<file path="src/rtl/param_calculator.sv">
// Push-button binary calculator: WRITE/READ register file, add/subtract, and a
// sequential double-dabble converter driving NDIG seven-segment digits.
module param_calculator #(
    parameter int WIDTH = 8,
    parameter int NREG  = 4,
    parameter int NDIG  = 3
) (
    input  logic              clk,
    input  logic              nrst,
    input  logic [9:0]        pb,
    output logic [7*NDIG-1:0] ss,
    output logic              red,
    output logic              blue
);

    localparam int SW = (NREG > 2) ? 2 : 1;
    localparam int BW = 4 * NDIG;
    localparam int CW = $clog2(WIDTH + 1);

    typedef enum logic [2:0] {IDLE, WRITE, RD_A, RD_B, RD_OP, CONV, SHOW} state_t;

    function automatic logic [6:0] seg7(input logic [3:0] d);
        case (d)
            4'd0:    return 7'b0111111;
            4'd1:    return 7'b0000110;
            4'd2:    return 7'b1011011;
            4'd3:    return 7'b1001111;
            4'd4:    return 7'b1100110;
            4'd5:    return 7'b1101101;
            4'd6:    return 7'b1111101;
            4'd7:    return 7'b0000111;
            4'd8:    return 7'b1111111;
            4'd9:    return 7'b1100111;
            default: return 7'b0000000;
        endcase
    endfunction

    logic [9:0] sync1_q, sync2_q, prev_q, edges, btn;
    logic [2:0] arm_q;

    always_ff @(posedge clk or negedge nrst) begin
        if (!nrst) begin
            sync1_q <= '0;
            sync2_q <= '0;
            prev_q  <= '0;
            arm_q   <= '0;
        end else begin
            sync1_q <= pb;
            sync2_q <= sync1_q;
            prev_q  <= sync2_q;
            arm_q   <= {arm_q[1:0], 1'b1};
        end
    end

    // Edges stay masked until the synchronizer has refilled, so a button held
    // through reset release does not look like a fresh press.
    assign edges = arm_q[2] ? (sync2_q & ~prev_q) : '0;
    assign btn   = ((edges & (edges - 10'd1)) == '0) ? edges : '0;

    state_t           state_q, state_d;
    logic [WIDTH-1:0] entry_q, entry_d, a_q, a_d, b_q, b_d, r_q, r_d;
    logic             red_q, red_d, force_q;
    logic [WIDTH-1:0] regs_q [NREG];
    logic [WIDTH-1:0] regs_d [NREG];
    logic             sel_hit;
    logic [SW-1:0]    sel_idx;
    logic [WIDTH:0]   sum;
    logic             done_q;

    always_comb begin
        sel_hit = 1'b0;
        sel_idx = '0;
        for (int k = 0; k < NREG; k++) begin
            if (btn[6+k]) begin
                sel_hit = 1'b1;
                sel_idx = SW'(k);
            end
        end
    end

    assign sum = {1'b0, a_q} + {1'b0, b_q};

    // NOTE: every next-state variable gets its hold value first, so no path
    // through this block can leave one unassigned and infer a latch.
    always_comb begin
        state_d = state_q;
        entry_d = entry_q;
        a_d     = a_q;
        b_d     = b_q;
        r_d     = r_q;
        red_d   = red_q;
        regs_d  = regs_q;
        if (state_q == CONV) begin
            if (done_q && !force_q) state_d = SHOW;
        end else if (btn[2]) begin
            state_d = WRITE;
            entry_d = '0;
            red_d   = 1'b0;
        end else if (btn[3]) begin
            state_d = RD_A;
            red_d   = 1'b0;
        end else begin
            case (state_q)
                WRITE: begin
                    if (btn[0] || btn[1]) begin
                        entry_d = {entry_q[WIDTH-2:0], btn[1]};
                    end else if (sel_hit) begin
                        regs_d[sel_idx] = entry_q;
                        entry_d         = '0;
                    end
                end
                RD_A: if (sel_hit) begin
                    a_d     = regs_q[sel_idx];
                    state_d = RD_B;
                end
                RD_B: if (sel_hit) begin
                    b_d     = regs_q[sel_idx];
                    state_d = RD_OP;
                end
                RD_OP: begin
                    if (btn[4]) begin
                        r_d     = sum[WIDTH-1:0];
                        red_d   = sum[WIDTH];
                        state_d = CONV;
                    end else if (btn[5]) begin
                        r_d     = (a_q >= b_q) ? a_q - b_q : '0;
                        red_d   = (a_q < b_q);
                        state_d = CONV;
                    end
                end
                default: ;
            endcase
        end
    end

    // NOTE: the register file is small and must read as 0 after reset, so it
    // sits in the async reset branch like every other state element.
    always_ff @(posedge clk or negedge nrst) begin
        if (!nrst) begin
            state_q <= IDLE;
            entry_q <= '0;
            a_q     <= '0;
            b_q     <= '0;
            r_q     <= '0;
            red_q   <= 1'b0;
            force_q <= 1'b0;
            for (int k = 0; k < NREG; k++) regs_q[k] <= '0;
        end else begin
            state_q <= state_d;
            entry_q <= entry_d;
            a_q     <= a_d;
            b_q     <= b_d;
            r_q     <= r_d;
            red_q   <= red_d;
            force_q <= (state_d == CONV) && (state_q != CONV);
            regs_q  <= regs_d;
        end
    end

    logic [WIDTH-1:0] disp, last_q, bin_q;
    logic [BW-1:0]    bcd_q, bcd_adj;
    logic [CW-1:0]    cnt_q;
    logic             busy_q, start;
    logic [7*NDIG-1:0] ss_q, ss_enc;

    always_comb begin
        disp = '0;
        if (state_q == WRITE) disp = entry_q;
        else if (state_q == CONV || state_q == SHOW) disp = r_q;
    end

    // Entering CONV always converts, even when R equals the value on display.
    assign start = force_q || (disp != last_q);

    always_comb begin
        bcd_adj = bcd_q;
        ss_enc  = '0;
        for (int i = 0; i < NDIG; i++) begin
            if (bcd_q[4*i +: 4] >= 4'd5) bcd_adj[4*i +: 4] = bcd_q[4*i +: 4] + 4'd3;
            ss_enc[7*i +: 7] = seg7(bcd_q[4*i +: 4]);
        end
    end

    always_ff @(posedge clk or negedge nrst) begin
        if (!nrst) begin
            last_q <= '0;
            bin_q  <= '0;
            bcd_q  <= '0;
            cnt_q  <= '0;
            busy_q <= 1'b0;
            done_q <= 1'b0;
            ss_q   <= {NDIG{7'b0111111}};
        end else begin
            done_q <= 1'b0;
            if (done_q) ss_q <= ss_enc;
            if (start) begin
                last_q <= disp;
                bin_q  <= disp;
                bcd_q  <= '0;
                cnt_q  <= CW'(WIDTH);
                busy_q <= 1'b1;
            end else if (busy_q) begin
                bcd_q  <= {bcd_adj[BW-2:0], bin_q[WIDTH-1]};
                bin_q  <= {bin_q[WIDTH-2:0], 1'b0};
                cnt_q  <= cnt_q - 1'b1;
                if (cnt_q == CW'(1)) begin
                    busy_q <= 1'b0;
                    done_q <= 1'b1;
                end
            end
        end
    end

    assign ss   = ss_q;
    assign red  = red_q;
    assign blue = (state_q == RD_A) || (state_q == RD_B) || (state_q == RD_OP);

endmodule
</file>
<file path="config.mk">
export PLATFORM = sky130hd
export DESIGN_NAME = param_calculator
export DESIGN_NICKNAME = d
export VERILOG_FILES = /design/src/rtl/param_calculator.sv
export SDC_FILE = /design/constraint.sdc
export NUM_CORES = 1
export LEC_CHECK = 0
export ABC_AREA = 1
export BUFFER_PORTS_ARGS = -buffer_cell sky130_fd_sc_hd__buf_4
export CAP_MARGIN = 20
export CELL_PAD_IN_SITES_DETAIL_PLACEMENT = 0
export CELL_PAD_IN_SITES_GLOBAL_PLACEMENT = 1
export CORE_MARGIN = 5
export CORE_UTILIZATION = 47
export CTS_CLUSTER_DIAMETER = 60
export DETAILED_ROUTE_END_ITERATION = 10
export PLACE_DENSITY_LB_ADDON = 0.1
export REMOVE_ABC_BUFFERS = 1
export SYNTH_ARGS = -nofsm -noshare
export SYNTH_HDL_FRONTEND = slang
export SYNTH_SLANG_ARGS = --single-unit
</file>
<file path="constraint.sdc">
create_clock -name clk -period 2.3 [get_ports clk]
set_input_delay 0.46 -clock clk [delete_from_list [all_inputs] [get_ports clk]]
set_output_delay 0.46 -clock clk [all_outputs]
set_load 0.02 [all_outputs]
</file>
# ---- After elaboration in Yosys (flattened, before gate mapping)
# Memories as Yosys holds them, arrays and structs flattened. A register that Yosys moved wholly into a read port is not among the register bits.
# Index checks and enable logic that the tools add are counted.
dict set report word_totals {
  ff_bits 136
  mem_bits_ro 336
  in_bits 12
  word_cells 136
  mem_count 3
}
dict set report op_classes {
  add_sub_neg 7
  order_cmp 7
  n_eq_ne 11
  mux 54
  bitwise_logic 8
  n_reduce_logical 25
}
# name words word_bits rd rd_clocked_by_memory_dff wr line
set memory_table {}
lappend memory_table {{(name not given)} 16 7 1 1 0 23} ;# case (d)
lappend memory_table {{(name not given)} 16 7 1 1 0 23}
lappend memory_table {{(name not given)} 16 7 1 1 0 23}
# op count
set op_table {}
lappend op_table {{two-way mux 8 bit} 15}
lappend op_table {{bitwise mux 32 bit} 1}
lappend op_table {{two-way mux 3 bit} 9}
lappend op_table {{two-way mux 12 bit} 2}
lappend op_table {{AND 10 bit} 2}
lappend op_table {{two-way mux 10 bit} 2}
lappend op_table {{binary-select mux 8 bit (select 2 bit)} 1}
lappend op_table {{demux 8 bit (select 2 bit)} 1}
lappend op_table {{two-way mux 1 bit} 16}
lappend op_table {{two-way mux 4 bit} 4}
lappend op_table {{AND reduction 5 bit} 3}
lappend op_table {{== test 3 bit, second input constant} 4}
lappend op_table {{>= comparator 4 x 3 -> 1 bit, second input constant} 3}
lappend op_table {{logical NOT 10 bit} 1}
lappend op_table {{NOT 10 bit} 1}
lappend op_table {{subtractor 10 x 1 -> 10 bit, second input constant} 1}
lappend op_table {{adder 8 x 8 -> 9 bit} 1}
lappend op_table {{one-hot mux 3 bit (3 select lines)} 1}
lappend op_table {{adder 4 x 2 -> 4 bit, second input constant} 2}
lappend op_table {{>= comparator 8 bit} 1}
lappend op_table {{< comparator 8 bit} 1}
lappend op_table {{inequality test 8 bit} 1}
lappend op_table {{subtractor 8 bit} 1}
lappend op_table {{== test 3 x 2 -> 1 bit, second input constant} 2}
lappend op_table {{20 further kinds} 36}

# ---- Depth between registers and ports, before layout
dict set report logic_depth {
  ltp_word 18
  ltp_mapped 17
  depth_no_buf 16
}

# ---- Worst setup path after synthesis
# OpenSTA, ideal clock, no wires.
dict set report synth_path {
  path_kind {register -> register}
  startpoint {register arm_q[2]}
  endpoint {register regs_q[28] (netlist name)}
  setup_time_ns 0.120
  t_arrival_ns 1.966
  required_time_ns 2.180
  path_slack_ns 0.214
  path_stages_with_launch 15
  synth_period_minus_slack_ns 2.086
  cell_sequence {dfrtp_1 buf_6 nand3_4 nand2_4 nor2_2 nor2_1 nor2_1 nand2_2 nor2_8 o31ai_4 nor2_8 nand3_4 buf_6 nand2_1 o21ai_2}
}
dict set report synth_between {
  elab_chain_len 14
  word_cells_on_any_way 24
  cone_classes {1 x add/sub; 2 x order compare; 12 x mux; 5 x bitwise; 4 x reduce/logical}
}
# item line
set synth_rtl {}
lappend synth_rtl {{start: declaration} 39} ;# logic [2:0] arm_q;
lappend synth_rtl {{start signal: assignment} 51} ;# arm_q <= {arm_q[1:0], 1'b1};
lappend synth_rtl {{two-way mux 10 bit *} 57} ;# assign edges = arm_q[2] ? (sync2_q & ~prev_q) : '0;
lappend synth_rtl {{subtractor 10 x 1 -> 10 bit} 58} ;# assign btn = ((edges & (edges - 10'd1)) == '0) ? edges : '0;
lappend synth_rtl {{AND 10 bit} 58}
lappend synth_rtl {{logical NOT 10 bit} 58}
lappend synth_rtl {{two-way mux 10 bit *} 58}
lappend synth_rtl {{two-way mux 1 bit} 74} ;# if (btn[6+k]) begin
lappend synth_rtl {{two-way mux 2 bit (2 in series)} 74}
lappend synth_rtl {{NOT 2 -> 3 bit (not written as such)} 108} ;# regs_d[sel_idx] = entry_q;
lappend synth_rtl {{>= comparator 3 bit (not written as such) or < comparator 3 x 1 -> 1 bit (tied branches)} 108}
lappend synth_rtl {{logical AND 1 bit (not written as such)} 108}
lappend synth_rtl {{two-way mux 8 bit (not written as such)} 108}
lappend synth_rtl {{demux 8 bit (select 2 bit)} 108}
lappend synth_rtl {{bitwise mux 32 bit} 108}
lappend synth_rtl {{end signal: assignment} 156} ;# regs_q <= regs_d;
lappend synth_rtl {{end: declaration} 63} ;# logic [WIDTH-1:0] regs_q [NREG];
# Mark *: on every way between the ends. The rest lies on a longest branch, timed or not.
# A chain may end at the register's enable or synchronous reset.

# ---- Final worst setup path
# Same ends and word-level chain as after synthesis.

==> results.sh <==
export IMPL_multi_input_area_mm2=0.00387
export IMPL_status="complete, no violations"
export IMPL_root_buffer="clkbuf_16"
export IMPL_syn_to_final_growth_pct=22.9
export IMPL_placed_cell_area_mm2=0.00887
export IMPL_crit_fanout=8
export IMPL_final_area_mm2=0.00996
export IMPL_async_reset_ff_share_pct=100
export IMPL_hp_class="in -> reg"
export IMPL_routedWlPerCell_um=15.0
export IMPL_drive_gt1_share_pct=23.1
export IMPL_period_share_pct=98.9
export IMPL_ant_nets=0
export IMPL_fin_crit_ns=2.28
export IMPL_grt_pass1_vias=6318
export IMPL_netlist_area_mm2=0.00810
export IMPL_cts_sinks=157
export IMPL_seq_area_mm2=0.00395
export IMPL_firstDrtPassIters=5
export IMPL_chipWidth_um=141
export IMPL_critPathMaxStageDelay_ns=0.42
export IMPL_crit_top_cell="nand2_2"
export IMPL_nets=1086
export IMPL_rows=48
export IMPL_power_density_mw_per_mm2=1000
export IMPL_worstSkewPairLatency_ns=0.43
export IMPL_cts_tree="yes"
export IMPL_io_pins=35
export IMPL_antenna_found_initial=0
export IMPL_yosys_warnings=0
export IMPL_synth_cell_types=55
export IMPL_dieArea_mm2=0.0200
export IMPL_drv_cap=0
export IMPL_place_gp_congestion=0.867
export IMPL_p_leak_nw=4.84
export IMPL_clockBufferDepth=2
export IMPL_vdd_drop_max_uv=628
export IMPL_synth_top_cell_area_share_pct=42.9
export IMPL_cts_buffers=17
export IMPL_setup_tns_ns=0
export IMPL_vias=6603
export IMPL_hold_viol=0
export IMPL_die_y_um=141
export IMPL_vias_per_cell=5.19
export IMPL_drc=0
export IMPL_grt_first_pass_wirelength_mm=31.0
export IMPL_clock_fmax_mhz=439
export IMPL_path_clk_slew_ns=0.07
export IMPL_slew_violations=0
export IMPL_worst_setup_path_end_kind="register"
export IMPL_yosys_area_top_type="dfrtp_1"
export IMPL_fill_cells=1534
export IMPL_cp_top_family="simple AND/OR/NAND/NOR gates"
export IMPL_rsz0062_at_grt="true"
export IMPL_worstSetupStartpointType="register"
export IMPL_start_util_pct=47.3
export IMPL_fin_util_pct=58.2
export IMPL_setup_viol_count_final=0
export IMPL_diodes=0
export IMPL_finClkSkew_ns=0.0102
export IMPL_synth_ff_type="dfrtp_1"
export IMPL_crit_arrival_ns=2.58
export IMPL_grt_util_all_layers_pct=19.2
export IMPL_wl_mm=19.1
export IMPL_path_class="reg -> reg"
export IMPL_crit_required_ns=2.61
export IMPL_crit_buf_inv=2
export IMPL_syn_inst=944
export IMPL_dr_first_iter_drc_count=466
export IMPL_critPathSlowestCell="dfrtp_1"
export IMPL_syn_avg_cell_area_um2=8.58
export IMPL_ys_top_cells_by_area="dfrtp_1 43%, nand2_1 11%, ha_1 5.9%, dfstp_2 5.8%, inv_1 5.0%"
export IMPL_ys_seq_area_share_pct=48.8
export IMPL_synth_edf_count=0
export IMPL_ys_seq_elements=157
export IMPL_crit_chain="buf_6, nand3b_1, nand2_2, nor2_4, nand2_2, nand2_4, nand3_4, nor2_8, o31ai_4, nor2_8, buf_6, nand3_4, nand2_2, o21ai_2"
export IMPL_dp_hpwl_mm=13.3
export IMPL_grt_max_degree=51
export IMPL_port_buffers=34
export IMPL_core_area_mm2=0.0171
export IMPL_grt_overflow=0
export IMPL_cts_htree_levels=4
==> layer usage <==
metal  vias up  track usage (%)  wire (µm)
li1       3262                -          -
met5         -                0          0
met2       128             28.9       8720
met3        31             3.77        732
met4         0             5.92        331
met1      3182             28.1       9360
==> sequential cells by signal, indices dropped and copies added, names as in the netlist, 10 cells and up <==
register  count
prev_q       10
sync2_q      10
ss           21
bcd_q        12
sync1_q      10
regs_q       32
==> final cells by class <==
cell class / instances / area share, %
Clock buffer: 17 / 4.27
Clock inverter: 15 / 1.75
Inverter: 117 / 4.54
Multi-Input combinational cell: 647 / 38.8
Sequential cell: 157 / 39.7
Tap cell: 225 / 2.83
Timing Repair Buffer: 94 / 8.09
==> cell families (layout without fill, tap and decap cells) <==
kind of cell | Yosys count | count (layout) | share of synthesized area (%)
compound gates | 173 | 173 | 12.8
xor+xnor | 13 | 13 | 1.41
fa+ha+maj | 40 | 40 | 6.36
buf+inv | 144 | 243 | 7.54
flops | 157 | 157 | 48.8
mux | 1 | 1 | 0.124
other cells | 1 | 1 | 0.0463
simple gates | 415 | 419 | 23.0
==> cells in the final DEF, fill, tap and decap left out, types with 17 or more instances in the layout <==
cell,Yosys,routed
dfstp_2,18,18
a21oi_1,35,33
inv_1,108,105
nand3_1,69,64
clkbuf_16,0,17
dfrtp_1,139,139
nand2_1,247,223
nor2_1,62,53
ha_1,38,37
nand2_2,5,25
o21ai_0,48,35
o21ai_1,36,45
buf_4,1,81
==> synthesized netlist by cell type (2+ instances only) <==
| library cell | n |
|---|---|
| nand2_1 | 247 |
| dfrtp_1 | 139 |
| inv_1 | 108 |
| nand3_1 | 69 |
| nor2_1 | 62 |
| o21ai_0 | 48 |
| ha_1 | 38 |
| o21ai_1 | 36 |
| a21oi_1 | 35 |
| dfstp_2 | 18 |
| o211ai_1 | 13 |
| clkbuf_1 | 12 |
| xor2_1 | 9 |
| buf_6 | 8 |
| inv_2 | 8 |
| buf_2 | 5 |
| nand2_2 | 5 |
| nand3_2 | 5 |
| nand3_4 | 5 |
| o21a_1 | 5 |
| o21ai_2 | 5 |
| a31oi_1 | 4 |
| nor2_2 | 4 |
| o21bai_1 | 4 |
| o22ai_1 | 4 |
| xnor2_1 | 4 |
| nor3_1 | 3 |
| nor4_1 | 3 |
| or2_2 | 3 |
| a21o_1 | 2 |
| a21oi_2 | 2 |
| a22oi_1 | 2 |
| fa_1 | 2 |
| nand3b_1 | 2 |
| nor2_8 | 2 |
| nor3_4 | 2 |
| o311ai_0 | 2 |
| or2_1 | 2 |
==> repair_timing <==
item / CTS / global route
endpoints found under the hold margin: 31 / 0
gates cloned: 0 / 4
hold buffers: 1 / 0
setup endpoints to repair: 21 / 92
pin swaps: 0 / 24
gates resized for setup: 5 / 91
buffers inserted: 0 / 14
==> power breakdown <==
group / switching (mW) / internal (mW)
Sequential: 0.336 / 3.34
Clock: 1.24 / 1.64
Combinational: 2.10 / 1.34
==> per-stage QoR <==
stage	worst slack [ns]	std cells	hold WS [ns]	total power [mW]
5_1_grt	-0.125	1272	0.114	10.6
3_3_place_gp	0.0125	1222	0.332	6.64
2_1_floorplan	-0.239	917	0.164	5.49
6_report	0.0246	1272	0.138	9.99
3_5_place_dp	-0.0852	1222	0.337	6.75
4_1_cts	0.000804	1255	0.120	9.71
==> worst paths after layout <==
kind	from	end	slack, ns	cells after the start
max in group asynchronous	nrst	regs_q[25]$_DFFE_PN0P_	1.12	3
worst min register to register	sync1_q[2]$_DFF_PN0_	sync2_q[2]$_DFF_PN0_	0.35	0
min in group asynchronous	nrst	done_q$_DFF_PN0_	0.54	2
worst max-delay path	arm_q[2]$_DFF_PN0_	regs_q[28]$_DFFE_PN0P_	0.02	14
worst max register to register	arm_q[2]$_DFF_PN0_	regs_q[28]$_DFFE_PN0P_	0.02	14
worst min-delay path	pb[5]	sync1_q[5]$_DFF_PN0_	0.14	1
(Power assumes the default switching activity.)
